===== config.mk =====
export PLATFORM = sky130hd
export DESIGN_NAME = dual_port_ram_clr
export DESIGN_NICKNAME = d
export VERILOG_FILES = /design/src/rtl/ram_pkg.sv /design/src/rtl/ram_core.sv /design/src/rtl/dual_port_ram_clr.sv
export SDC_FILE = /design/constraint.sdc
export NUM_CORES = 1
export LEC_CHECK = 0
export ABC_AREA = 1
export BUFFER_PORTS_ARGS = -buffer_cell sky130_fd_sc_hd__clkbuf_2
export CAP_MARGIN = 20
export CORE_MARGIN = 4
export CORE_UTILIZATION = 60
export DETAILED_ROUTE_END_ITERATION = 12
export GPL_ROUTABILITY_DRIVEN = 0
export PLACE_DENSITY = 0.75
export SYNTH_ARGS = -nofsm -noshare
export SYNTH_HDL_FRONTEND = slang
export SYNTH_SLANG_ARGS = --single-unit
export TNS_END_PERCENT = 1

===== constraint.sdc =====
create_clock -name clock -period 2.2 [get_ports clock]
set_clock_uncertainty 0.1 [all_clocks]
set_input_delay 0 -clock clock [delete_from_list [all_inputs] [get_ports clock]]
set_output_delay 0 -clock clock [all_outputs]
set_load 0.02 [all_outputs]

===== src/rtl/ram_pkg.sv =====
// Shared constants and FSM state type for the clearable dual-port RAM.
package ram_pkg;

  localparam int DATA_W_DEF = 3;
  localparam int ADDR_W_DEF = 5;

  typedef enum logic [0:0] {
    IDLE  = 1'b0,
    CLEAR = 1'b1
  } state_t;

endpackage


===== src/rtl/ram_core.sv =====
// Storage array: one write port and one registered read port, array itself never reset.
// Build option RAM_BYPASS_EN selects write-first on a same-address read/write; default is read-first.
import ram_pkg::*;

module ram_core #(
  parameter int DATA_W = DATA_W_DEF,
  parameter int ADDR_W = ADDR_W_DEF
) (
  input  logic              clock,
  input  logic              reset,
  input  logic              we,
  input  logic [ADDR_W-1:0] waddr,
  input  logic [DATA_W-1:0] wdata,
  input  logic [ADDR_W-1:0] raddr,
  input  logic              rd_zero,
  output logic [DATA_W-1:0] rdata
);

  localparam int DEPTH = 1 << ADDR_W;

  logic [DATA_W-1:0] mem [DEPTH];

  always_ff @(posedge clock) begin
    if (we) mem[waddr] <= wdata;
  end

  // rd_zero covers the sweep: every word is (or is about to be) zero, so the
  // read register loads 0 rather than a stale value of the word being cleared.
  always_ff @(posedge clock or posedge reset) begin
    if (reset) begin
      rdata <= '0;
    end else if (rd_zero) begin
      rdata <= '0;
`ifdef RAM_BYPASS_EN
    end else if (we && (waddr == raddr)) begin
      rdata <= wdata;
`endif
    end else begin
      rdata <= mem[raddr];
    end
  end

endmodule


===== src/rtl/dual_port_ram_clr.sv =====
// Dual-port RAM with a hardware clear sweep, run on request and after every reset.
// Build option RAM_BYPASS_EN (see ram_core) selects write-first read-during-write.
import ram_pkg::*;

// state | meaning
// IDLE  | normal read/write access; waits for clr_req or post-reset clear
// CLEAR | counter writes 0 to one address per cycle, 0..DEPTH-1
module dual_port_ram_clr #(
  parameter int DATA_W = DATA_W_DEF,
  parameter int ADDR_W = ADDR_W_DEF
) (
  input  logic              clock,
  input  logic              reset,
  input  logic              wren,
  input  logic [ADDR_W-1:0] wraddr,
  input  logic [DATA_W-1:0] data,
  input  logic [ADDR_W-1:0] rdaddr,
  output logic [DATA_W-1:0] q,
  input  logic              clr_req,
  output logic              busy,
  output logic              clr_done
);

  localparam logic [ADDR_W-1:0] LAST_ADDR = '1;

  state_t            state;
  logic [ADDR_W-1:0] clr_cnt;
  logic              boot_clr;
  logic              mem_we;
  logic [ADDR_W-1:0] mem_waddr;
  logic [DATA_W-1:0] mem_wdata;
  logic [DATA_W-1:0] core_q;

  // boot_clr makes the first edge after reset start a sweep without a request.
  always_ff @(posedge clock or posedge reset) begin
    if (reset) begin
      state    <= IDLE;
      clr_cnt  <= '0;
      boot_clr <= 1'b1;
    end else begin
      case (state)
        IDLE: begin
          if (clr_req || boot_clr) begin
            state    <= CLEAR;
            clr_cnt  <= '0;
            boot_clr <= 1'b0;
          end
        end
        CLEAR: begin
          if (clr_cnt == LAST_ADDR) begin
            state   <= IDLE;
            clr_cnt <= '0;
          end else begin
            clr_cnt <= clr_cnt + 1'b1;
          end
        end
        default: begin
          state   <= IDLE;
          clr_cnt <= '0;
        end
      endcase
    end
  end

  assign busy     = (state == CLEAR);
  assign clr_done = busy && (clr_cnt == LAST_ADDR);

  always_comb begin
    mem_we    = wren;
    mem_waddr = wraddr;
    mem_wdata = data;
    if (busy) begin
      mem_we    = 1'b1;
      mem_waddr = clr_cnt;
      mem_wdata = '0;
    end
  end

  ram_core #(
    .DATA_W (DATA_W),
    .ADDR_W (ADDR_W)
  ) u_core (
    .clock   (clock),
    .reset   (reset),
    .we      (mem_we),
    .waddr   (mem_waddr),
    .wdata   (mem_wdata),
    .raddr   (rdaddr),
    .rd_zero (busy),
    .rdata   (core_q)
  );

  // Register still holds the last IDLE read on the first sweep cycle.
  assign q = busy ? '0 : core_q;

endmodule


==> run summary <==
Slew HR - 62.4%
Post-synthesis mux area share - 0%
Static leakage - 2.05 nW
Die Ht - 95.5 um
Synth Instances - 447
Worst min path class - input port to async pin
Worst path most repeated cell - nor2_1
All-Layer GR Usage - 22.8%
Critical path fanouts, max - 13
Overall power - 5.24 mW
Final setup fails - 0
Fmax - 501 MHz
Initial antenna violation count - 0
R2r setup slk - 0.20 ns
Share of layout cells above drive strength 1 - 11.6%
Synthesized net count - 466
Post-DP HPWL - 6340 um
Most frequent cells in the layout - nand2_1 (136), edfxtp_1 (96), nand3_1 (67)
Main combinational cell family by area after synthesis - simple AND/OR/NAND/NOR gates
Vias in the first global route - 3212
Post-Synth XOR/XNOR Area - 0.190%
Routed WL - 9620 um
Status - finished, final reports clean
Initial DRC count - 226
Arrival @ worst endpoint - 1.94 ns
Die X - 95.5 um
Core Util, Final - 69.0%
Final hold violation count - 0
CP startpoint kind - flop
RSZ-0062 raised after global routing - false
Core Rows - 31
Clock buffer count from CTS - 9
Initial core utilization - 62.4%
Max cap viols - 0
Yosys warning count - 0
Layout area overhead - 10.7%
Clk buf depth - 2
GRT overflow - 0
Post-route setup slack - 0.202 ns
Setup TNS - 0 ns
Crit path buf inv count - 1
Top Ports - 22
Synth Area in Compound Gates - 2.23%
Worst-Skew Late Latency - 0.36 ns
Die area - 0.00913 sq mm
Worst Tran Pin Value - 0.564 ns
Critical path's slowest cell - dfrtp_1
Post-synth cell types - 19
Final period util - 90.8%
Largest net degree at the start of global routing - 49
Total clock sinks - 106
Slowest stage delay, CP - 0.50 ns
Slew Viols, Final - 0
Adder-cell share of the synthesized area - 0.544%
Required time worst endpoint - 2.15 ns
Most common cell after layout, fill and taps aside - nand2_1
Pwr/cell area - 1030 mW/mm^2
N_diodes - 0
Routed WL per cell - 16.5 um
Core ar. - 0.00737 sq mm
Post-layout minimum cycle time - 2.00 ns
Worst Setup End Kind - flop
Critical path type - flop to flop
Simple-Gate Fraction of Synth Area - 24.1%
Clock-pin transition on the worst setup and hold timing paths - 0.09 ns
Worst hold margin - 0.0468 ns
DRC Markers - 0
Cell Chain, Critical Path - o21ai_0 -> inv_1 -> nor2_1 -> nand2_1 -> nor2_1
Post-route insts no fill - 583
Flops & latches, synth - 106
Maximum VDD drop - 0.599 mV
Via Count - 3275
Placed instance area - 0.00483 sq mm
Post-route design area - 0.00509 sq mm
Vias per cell - 5.62
Post-Syn Area - 0.00460 sq mm
Post-route ant nets - 0
Seq/Total Area, Yosys - 68.2%
Pre-antenna DRT Iters - 5
Fin nets - 500
Post-placement worst setup slack - 0.265 ns
Delay-heaviest family, CP - simple AND/OR/NAND/NOR gates
Root Driver - clkbuf_8
Post-CTS Setup Bufs - 0
Placed Cells - 564
Port Buffers - 21
Syn_area_per_cell - 10.3 sq um
CTS tree - yes
H-tree depth - 3
Global-route wire length before repair - 15300 um
## sequential cells by signal, indices dropped and copies added, names as in the netlist
| register | count |
|---|---|
| clr_cnt | 5 |
| u_core.rdata | 3 |
| u_core.mem | 96 |
| boot_clr | 1 |
| busy | 1 |
## worst paths after layout
| path | endpoint | depth (start not counted) | from |
|---|---|---|---|
| setup reg to reg | u_core.mem[11][1] | 5 | busy |
| hold / removal | clr_cnt[2] | 3 | reset |
| min in group clock | u_core.mem[3][1] | 4 | data[1] |
| setup / recovery | u_core.mem[11][1] | 5 | busy |
| hold reg to reg | boot_clr | 2 | boot_clr |
| max in group asynchronous | boot_clr | 3 | reset |
## cell type report
type,instances,area (sq um)
Tap cell,99,124
Inverter,28,105
Clock buffer,10,128
Clock inverter,4,76.3
Fill cell,562,2280
Timing Repair Buffer,41,268
Multi-Input combinational cell,295,1250
Sequential cell,106,3130
## routing by layer
metal	part of all wire [%]	global-route usage (%)	vias to the layer above
li1	-	-	1560
met1	42	31.5	1527
met2	48	36.0	168
met3	8.1	3.39	20
met4	1.9	10.5	0
met5	0	0	-
## worst min-delay path, delay by kind of cell
family,cells,cell delay [ns]
buffers and inverters,3,0.92
## synthesized netlist by cell type
library cell	instances	area share, %
dfstp_2	1	0.57
nor3_1	2	0.22
dfrtp_1	9	4.9
nand2_1	136	11
edfxtp_1	96	63
inv_2	2	0.16
o21ai_0	10	1.1
or2_2	1	0.14
buf_6	2	0.49
inv_1	26	2.1
buf_2	9	0.98
nor2_1	66	5.4
buf_4	5	0.82
o22ai_1	2	0.27
ha_1	2	0.54
o21ai_1	8	0.87
nand3_1	67	7.3
xor2_1	1	0.19
clkbuf_1	2	0.16
## kinds of logic (layout without fill, tap and decap cells)
family                   Yosys count  count (layout)
AO/OA/AOI/OAI                     20              20
XOR/XNOR                           1               1
adder cells (fa/ha/maj)            2               2
buffers and inverters             46              83
flip-flops                       106             106
AND/OR/NAND/NOR                  272             272
## what timing repair did
action                    CTS  global route
hold endpoints to repair   19             0
hold buffers                5             0
resized for setup           0             0
## report_power, final
group	switching [mW]	internal [mW]	leakage, nW
sequential	0.0956	2.58	1.01
clock	0.615	0.634	0.0988
combinational	0.939	0.383	0.938
Note: power is estimated with default switching activity, not from simulation.
